[src/rtl/ddr_pkg.sv]
// Shared definitions for the cache-line to LPDDR burst bridge: state encoding,
// line/beat geometry and the line byte-reversal used on both data paths.
package ddr_pkg;

   localparam int LINE_BYTES = 16;
   localparam int BEATS      = 4;
   localparam int LINE_W     = LINE_BYTES * 8;
   localparam int BEAT_W     = LINE_W / BEATS;

   typedef enum logic [2:0] {
      ST_IDLE,
      ST_WR_DATA,
      ST_WR_CMD,
      ST_RD_CMD,
      ST_RD_DATA,
      ST_DONE,
      ST_RELEASE
   } state_t;

   // Cache byte i <-> DDR byte 15-i; beats are packed {beat3, beat2, beat1, beat0}.
   // The mapping is its own inverse, so reads and writes share it.
   function automatic logic [LINE_W-1:0] line_byterev(input logic [LINE_W-1:0] v);
      logic [LINE_W-1:0] r;
      for (int i = 0; i < LINE_BYTES; i++) begin
         r[8*i +: 8] = v[8*(LINE_BYTES-1-i) +: 8];
      end
      return r;
   endfunction

endpackage

[src/rtl/ddr_line_bridge_if.sv]
// Cache-side line request bus plus the LPDDR controller user interface,
// grouped so the bridge and its environment connect through one handle.
interface ddr_line_bridge_if #(
   parameter int ADDR_W = 21
);
   logic [ADDR_W-1:0]         mem_addr;
   logic [ddr_pkg::LINE_W-1:0] mem_wdata;
   logic                      mem_wstrb;
   logic                      mem_valid;
   logic [ddr_pkg::LINE_W-1:0] mem_rdata;
   logic                      mem_ready;
   logic                      phy_init_done;
   logic [ADDR_W+1:0]         app_addr;
   logic                      app_cmd;
   logic                      app_en;
   logic                      app_rdy;
   logic [ddr_pkg::BEAT_W-1:0] app_wdf_data;
   logic                      app_wdf_wren;
   logic                      app_wdf_rdy;
   logic [ddr_pkg::BEAT_W-1:0] app_rd_data;
   logic                      app_rd_data_valid;
   logic                      busy;
   logic                      err;

   modport slave (
      input  mem_addr, mem_wdata, mem_wstrb, mem_valid, phy_init_done,
             app_rdy, app_wdf_rdy, app_rd_data, app_rd_data_valid,
      output mem_rdata, mem_ready, app_addr, app_cmd, app_en,
             app_wdf_data, app_wdf_wren, busy, err
   );

   modport master (
      output mem_addr, mem_wdata, mem_wstrb, mem_valid, phy_init_done,
             app_rdy, app_wdf_rdy, app_rd_data, app_rd_data_valid,
      input  mem_rdata, mem_ready, app_addr, app_cmd, app_en,
             app_wdf_data, app_wdf_wren, busy, err
   );
endinterface

[src/rtl/line_byteswap.sv]
// Combinational 128-bit line <-> 4x32-bit beat mapper (full 16-byte reversal).
module line_byteswap
   import ddr_pkg::*;
(
   input  logic [LINE_W-1:0] din_i,
   output logic [LINE_W-1:0] dout_o
);
   assign dout_o = line_byterev(din_i);
endmodule

[src/rtl/ddr_line_bridge.sv]
// Converts each 128-bit cache line request into one burst-of-4 transaction on the
// 32-bit LPDDR controller user interface; traffic is held off until calibration.
//
// state      | meaning
// IDLE       | waiting for mem_valid with phy_init_done
// WR_DATA    | pushing write beats, one per app_wdf_rdy accept
// WR_CMD     | write command offered until app_rdy
// RD_CMD     | read command offered until app_rdy
// RD_DATA    | collecting four read beats
// DONE       | one-cycle mem_ready
// RELEASE    | waiting for the cache to drop mem_valid
module ddr_line_bridge
   import ddr_pkg::*;
#(
   parameter int ADDR_W = 21
) (
   input logic              clk,
   input logic              rst_n,
   ddr_line_bridge_if.slave bus
);

   state_t              state_q, state_d;
   logic [1:0]          cnt_q, cnt_d;
   logic [LINE_W-1:0]   wbeats_q, wbeats_d;
   logic [3*BEAT_W-1:0] rbuf_q, rbuf_d;
   logic [LINE_W-1:0]   mem_rdata_q, mem_rdata_d;
   logic [ADDR_W+1:0]   app_addr_q, app_addr_d;
   logic [BEAT_W-1:0]   wdf_data_q, wdf_data_d;
   logic                app_en_q, app_en_d;
   logic                app_cmd_q, app_cmd_d;
   logic                wren_q, wren_d;
   logic                ready_q, ready_d;
   logic                busy_q, busy_d;
   logic                err_q, err_d;
   logic [LINE_W-1:0]   wr_beats, rd_line;

   line_byteswap u_wr_swap (.din_i(bus.mem_wdata), .dout_o(wr_beats));
   line_byteswap u_rd_swap (.din_i({bus.app_rd_data, rbuf_q}), .dout_o(rd_line));

   always_comb begin
      state_d     = state_q;
      cnt_d       = cnt_q;
      wbeats_d    = wbeats_q;
      rbuf_d      = rbuf_q;
      mem_rdata_d = mem_rdata_q;
      app_addr_d  = app_addr_q;
      err_d       = err_q | (bus.app_rd_data_valid && (state_q != ST_RD_DATA));

      case (state_q)
         ST_IDLE: begin
            if (bus.mem_valid && bus.phy_init_done) begin
               app_addr_d = {bus.mem_addr, 2'b00};
               wbeats_d   = wr_beats;
               cnt_d      = 2'd0;
               state_d    = bus.mem_wstrb ? ST_WR_DATA : ST_RD_CMD;
            end
         end
         ST_WR_DATA: begin
            if (wren_q && bus.app_wdf_rdy) begin
               cnt_d = cnt_q + 2'd1;
               if (cnt_q == 2'd3) state_d = ST_WR_CMD;
            end
         end
         ST_WR_CMD: if (app_en_q && bus.app_rdy) state_d = ST_DONE;
         ST_RD_CMD: if (app_en_q && bus.app_rdy) state_d = ST_RD_DATA;
         ST_RD_DATA: begin
            if (bus.app_rd_data_valid) begin
               cnt_d = cnt_q + 2'd1;
               case (cnt_q)
                  2'd0:    rbuf_d[BEAT_W-1:0]          = bus.app_rd_data;
                  2'd1:    rbuf_d[2*BEAT_W-1:BEAT_W]   = bus.app_rd_data;
                  2'd2:    rbuf_d[3*BEAT_W-1:2*BEAT_W] = bus.app_rd_data;
                  default: begin
                     // last beat bypasses the buffer straight into the line
                     mem_rdata_d = rd_line;
                     state_d     = ST_DONE;
                  end
               endcase
            end
         end
         ST_DONE:    state_d = ST_RELEASE;
         ST_RELEASE: if (!bus.mem_valid) state_d = ST_IDLE;
         default:    state_d = ST_IDLE;
      endcase

      // Outputs are computed from the next state so every port comes from a flop.
      app_en_d   = (state_d == ST_WR_CMD) || (state_d == ST_RD_CMD);
      app_cmd_d  = (state_d != ST_WR_CMD);
      wren_d     = (state_d == ST_WR_DATA);
      wdf_data_d = wren_d ? wbeats_d[{cnt_d, 5'b0} +: BEAT_W] : wdf_data_q;
      ready_d    = (state_d == ST_DONE);
      busy_d     = (state_d != ST_IDLE);
   end

   always_ff @(posedge clk or negedge rst_n) begin
      if (!rst_n) begin
         state_q     <= ST_IDLE;
         cnt_q       <= 2'd0;
         wbeats_q    <= '0;
         rbuf_q      <= '0;
         mem_rdata_q <= '0;
         app_addr_q  <= '0;
         wdf_data_q  <= '0;
         app_en_q    <= 1'b0;
         app_cmd_q   <= 1'b1;
         wren_q      <= 1'b0;
         ready_q     <= 1'b0;
         busy_q      <= 1'b0;
         err_q       <= 1'b0;
      end else begin
         state_q     <= state_d;
         cnt_q       <= cnt_d;
         wbeats_q    <= wbeats_d;
         rbuf_q      <= rbuf_d;
         mem_rdata_q <= mem_rdata_d;
         app_addr_q  <= app_addr_d;
         wdf_data_q  <= wdf_data_d;
         app_en_q    <= app_en_d;
         app_cmd_q   <= app_cmd_d;
         wren_q      <= wren_d;
         ready_q     <= ready_d;
         busy_q      <= busy_d;
         err_q       <= err_d;
      end
   end

   assign bus.mem_rdata    = mem_rdata_q;
   assign bus.mem_ready    = ready_q;
   assign bus.app_addr     = app_addr_q;
   assign bus.app_cmd      = app_cmd_q;
   assign bus.app_en       = app_en_q;
   assign bus.app_wdf_data = wdf_data_q;
   assign bus.app_wdf_wren = wren_q;
   assign bus.busy         = busy_q;
   assign bus.err          = err_q;

endmodule
[src/flat_wrapper.sv]
// flat-port wrapper written by rule: the top's interface ports become plain ports
module ddr_line_bridge_flat import ddr_pkg::*;
#(
   parameter int ADDR_W = 21
)
  (clk, rst_n, bus_mem_addr, bus_mem_wdata, bus_mem_wstrb, bus_mem_valid, bus_phy_init_done, bus_app_rdy, bus_app_wdf_rdy, bus_app_rd_data, bus_app_rd_data_valid, bus_mem_rdata, bus_mem_ready, bus_app_addr, bus_app_cmd, bus_app_en, bus_app_wdf_data, bus_app_wdf_wren, bus_busy, bus_err);
  ddr_line_bridge_if #(.ADDR_W(ADDR_W)) bus_i ();
  input logic clk;
  input logic rst_n;
  input wire logic [$bits(bus_i.mem_addr)-1:0] bus_mem_addr;
  input wire logic [$bits(bus_i.mem_wdata)-1:0] bus_mem_wdata;
  input wire logic [$bits(bus_i.mem_wstrb)-1:0] bus_mem_wstrb;
  input wire logic [$bits(bus_i.mem_valid)-1:0] bus_mem_valid;
  input wire logic [$bits(bus_i.phy_init_done)-1:0] bus_phy_init_done;
  input wire logic [$bits(bus_i.app_rdy)-1:0] bus_app_rdy;
  input wire logic [$bits(bus_i.app_wdf_rdy)-1:0] bus_app_wdf_rdy;
  input wire logic [$bits(bus_i.app_rd_data)-1:0] bus_app_rd_data;
  input wire logic [$bits(bus_i.app_rd_data_valid)-1:0] bus_app_rd_data_valid;
  output wire logic [$bits(bus_i.mem_rdata)-1:0] bus_mem_rdata;
  output wire logic [$bits(bus_i.mem_ready)-1:0] bus_mem_ready;
  output wire logic [$bits(bus_i.app_addr)-1:0] bus_app_addr;
  output wire logic [$bits(bus_i.app_cmd)-1:0] bus_app_cmd;
  output wire logic [$bits(bus_i.app_en)-1:0] bus_app_en;
  output wire logic [$bits(bus_i.app_wdf_data)-1:0] bus_app_wdf_data;
  output wire logic [$bits(bus_i.app_wdf_wren)-1:0] bus_app_wdf_wren;
  output wire logic [$bits(bus_i.busy)-1:0] bus_busy;
  output wire logic [$bits(bus_i.err)-1:0] bus_err;
  assign bus_i.mem_addr = bus_mem_addr;
  assign bus_i.mem_wdata = bus_mem_wdata;
  assign bus_i.mem_wstrb = bus_mem_wstrb;
  assign bus_i.mem_valid = bus_mem_valid;
  assign bus_i.phy_init_done = bus_phy_init_done;
  assign bus_i.app_rdy = bus_app_rdy;
  assign bus_i.app_wdf_rdy = bus_app_wdf_rdy;
  assign bus_i.app_rd_data = bus_app_rd_data;
  assign bus_i.app_rd_data_valid = bus_app_rd_data_valid;
  assign bus_mem_rdata = bus_i.mem_rdata;
  assign bus_mem_ready = bus_i.mem_ready;
  assign bus_app_addr = bus_i.app_addr;
  assign bus_app_cmd = bus_i.app_cmd;
  assign bus_app_en = bus_i.app_en;
  assign bus_app_wdf_data = bus_i.app_wdf_data;
  assign bus_app_wdf_wren = bus_i.app_wdf_wren;
  assign bus_busy = bus_i.busy;
  assign bus_err = bus_i.err;
  ddr_line_bridge #(.ADDR_W(ADDR_W)) u_core (.clk(clk), .rst_n(rst_n), .bus(bus_i));
endmodule
[config.mk]
export PLATFORM = sky130hd
export DESIGN_NAME = ddr_line_bridge_flat
export DESIGN_NICKNAME = d
export VERILOG_FILES = /design/src/rtl/ddr_pkg.sv /design/src/rtl/ddr_line_bridge_if.sv /design/src/rtl/line_byteswap.sv /design/src/rtl/ddr_line_bridge.sv /design/src/flat_wrapper.sv
export SDC_FILE = /design/constraint.sdc
export NUM_CORES = 1
export LEC_CHECK = 0
export ABC_CLOCK_PERIOD_IN_PS = 5600
export BUFFER_PORTS_ARGS = -buffer_cell sky130_fd_sc_hd__buf_2
export CAP_MARGIN = 20
export CORE_ASPECT_RATIO = 0.7
export CORE_MARGIN = 2
export CORE_UTILIZATION = 55
export DETAILED_ROUTE_END_ITERATION = 12
export HOLD_SLACK_MARGIN = 0.03
export PLACE_DENSITY = 0.82
export SLEW_MARGIN = 25
export SYNTH_ARGS = -nofsm -noshare
export SYNTH_HDL_FRONTEND = slang
export SYNTH_SLANG_ARGS = --single-unit
[constraint.sdc]
create_clock -name clk -period 5.6 [get_ports clk]
set_clock_uncertainty 0.1 [all_clocks]
set_input_delay 0.28 -clock clk [delete_from_list [all_inputs] [get_ports clk]]
set_output_delay 0.28 -clock clk [all_outputs]
set_load 0.02 [all_outputs]
==> out/metrics.cfg <==
[power_and_ir_drop]
ir_drop_mv=0.3562
share_comb_of_total_power_pct=34.4
power_frac_seq_pct=40.8
power_frac_clock_pct=24.8
p_int_uw=7560
p_sw_share_pct=34.14
p_per_area_nw_per_um2=518.6
total_power_uw=11480
leakage_uw=0.01125
switchingPower_uw=3919

[setup_path]
cp.arrival_ps=4290
path_delay_family=simple AND/OR/NAND/NOR gates
cp_max_fo=65
crit_type=reg2reg
worstPathRequired_ps=5930
worstSetupStartpointType=flip-flop
slowest_delay_ps=990
crit_buf_inv=2
slowest_stage=or4_2
crit_chain=and4bb_1, nand2_4, and4_1, buf_4, or4_2, buf_12, o221ai_2
cp-end-kind=flip-flop

[timing]
rsz0062_at_grt=false
hold_viol=0
worst_slew_pin_slew_ps=989.6
setup_viol=0
fmax_ghz=0.2528
period_share_pct=70.64
fin_crit_ps=3956
drv_slew=0
max_slew_margin_pct=34.03
setup-tns-final_ps=0

[clocking]
clkTransAtPathRegs_ps=70
tritoncts=done
cts-resized-gates=0
post_cts_buffers=0
clock-sinks=416
cts_root_buf=clkbuf_16
cts_buffers=39
clock_latency_ps=530
cts_htree_levels=2
clk_path_buf_depth=3
cts_hold_buf=184

[cells_and_area]
multi_input_area_um2=5902
design_area_um2=22140
syn_to_final_growth_pct=33.16
register_area_um2=10410
nets=1832
fillCellCount=1801
drive_gt1_share_pct=50.12

[outcome]
outcome=complete, no violations

[floorplan]
coreArea_um2=29910
dieWidth_um=211.8
start_util_pct=55.58
io_pins=378
placement_rows=53
die_y_um=149.5
fp.dieArea_um2=31650

[yosys]
synth_flop_cell=dfrtp_1
yosysMostFrequentCell=dfrtp_1
yosysUniqueCellTypes=47
synthesis.instances=1090
synth-seq-cells=416
synth.cell_area_um2=16620
async_reset_ff_share_pct=100.0
syn_avg_cell_area_um2=15.25
synth_area_leaders=dfrtp_1 (62%), mux2_2 (23%), mux2i_1 (3.9%), o221ai_2 (2.7%), nand2_1 (1.6%)
yosysWarnings=0
synth_top_area_share_pct=62.47
synth-edff-count=0
synth_common_cells=dfrtp_1 (415), mux2_2 (341), nand2_1 (72), mux2i_1 (64), o21ai_0 (34)
synth_top_cell_by_area=dfrtp_1
ys_seq_area_share_pct=62.63

[placed_design]
dp_hpwl_mm=25.79
io_buffers=375
routabilityCongestion=0.7730
dpl_cell_area_um2=18900

[grt]
grt_pass1_vias=12680
use_met1_pct=34.90
overflow=0
grt_max_degree=182
grt_use_met3_pct=6.380
antenna_found_initial=1
grt_usage_pct=28.59
grt_use_met2_pct=48.57
top_usage_layer=met2
grt_pass1_wl_mm=70.07

[detailed_routing]
first_pass_iters=5
drt_iter0_markers=652
avgViaCountPerCell=5.452
drt-total-wl_mm=45.06
ant_nets=0
wire_per_inst_um=21.60
drc=0
vias=11370

[min_path]
hold_class=in2reg

[flow_run]
maxCapViolations=0

## routing by layer
metal,wire length [um],up-vias
met5,0,-
met4,1923,0
met3,2561,129
met2,22520,406
met1,18060,5844
li1,-,4994
## layout by cell type (no fill, tap or decap), types with 3 or more instances in the layout
cell type and count:
mux2_1 11, buf_12 3, dfrtp_1 415, clkbuf_16 40
clkbuf_8 10, o221ai_2 30, mux2_2 341, inv_1 5
ha_1 4, clkbuf_1 6, buf_4 13, o21ai_0 34
bufinv_16 5, buf_2 374, nand2_1 71, mux2i_1 64
nand2b_1 3, dlygate4sd3_1 184, diode_2 4, clkinv_2 7
## kinds of logic (layout without fill, tap and decap cells)
| family | Yosys count | after routing | share of synthesized area (%) |
|---|---|---|---|
| DFF | 416 | 416 | 62.63 |
| adders and majority gates | 4 | 4 | 0.3011 |
| buffers and inverters | 74 | 653 | 2.047 |
| muxes | 416 | 416 | 27.70 |
| other | 1 | 6 | 0.02256 |
| and+or+nand+nor | 95 | 95 | 2.657 |
| AOI/OAI and AO/OA | 84 | 84 | 4.644 |
## state kept, by name (all words and copies together) (netlist names)
| name | flops |
|---|---|
| u_core.bus.mem_rdata | 128 |
| u_core.wbeats_q | 128 |
| u_core.rbuf_q | 96 |
| u_core.bus.app_wdf_data | 32 |
| u_core.bus.app_addr | 21 |
| u_core.state_q | 3 |
| u_core.cnt_q | 2 |
| u_core.bus.app_cmd | 1 |
| u_core.bus.app_en | 1 |
| u_core.bus.app_wdf_wren | 1 |
| u_core.bus.busy | 1 |
| u_core.bus.err | 1 |
| u_core.bus.mem_ready | 1 |
## stage by stage
stage / utilization [%] / hold slack [ps] / setup WS (ps) / cells
after floorplan: - / -115.6 / 3056 / 1091
after global placement: 63.11 / 290.4 / 1663 / 1825
after detailed placement: 63.18 / 310.4 / 1698 / 1826
after CTS: 73.98 / 57.30 / 1673 / 2082
after global routing: 73.99 / 79.68 / 1458 / 2083
final: 74.01 / 98.30 / 1644 / 2086
## power groups by stage
stage	Clock (uW)	Sequential, uW	Combinational [uW]
6_report	2850	4680	3950
5_1_grt	3020	4780	4220
4_1_cts	2870	4630	3880
3_5_place_dp	0	4660	3740
3_3_place_gp	0	4590	3590
2_1_floorplan	0	4980	2210
## final timing paths
check	slack, ps	startpoint	cells past startpoint	end
setup / recovery	1640	u_core.state_q[2]	7	u_core.bus.app_wdf_data[18]
hold / removal	100	bus_mem_valid	3	u_core.state_q[2]
setup reg to reg	1640	u_core.state_q[2]	7	u_core.bus.app_wdf_data[18]
hold reg to reg	380	u_core.bus.err	1	u_core.bus.err
max in group asynchronous	3580	rst_n	3	u_core.bus.app_addr[19]
min in group asynchronous	310	rst_n	2	u_core.bus.mem_rdata[30]
## area by class of cell
class | count | area share [%]
flip-flops and latches | 416 | 47.04
multi-input cells | 601 | 26.66
repair buffers | 575 | 17.56
clock buffers | 56 | 5.246
well taps | 412 | 2.329
clock inverters | 16 | 1.023
inverters | 6 | 0.1017
diodes | 4 | 0.04522
## worst min-delay path, cell delays in order
cell	delay [ps]
buf_2	130
nand2b_1	100
a31oi_1	150
Note: power is estimated with default switching activity, not from simulation.
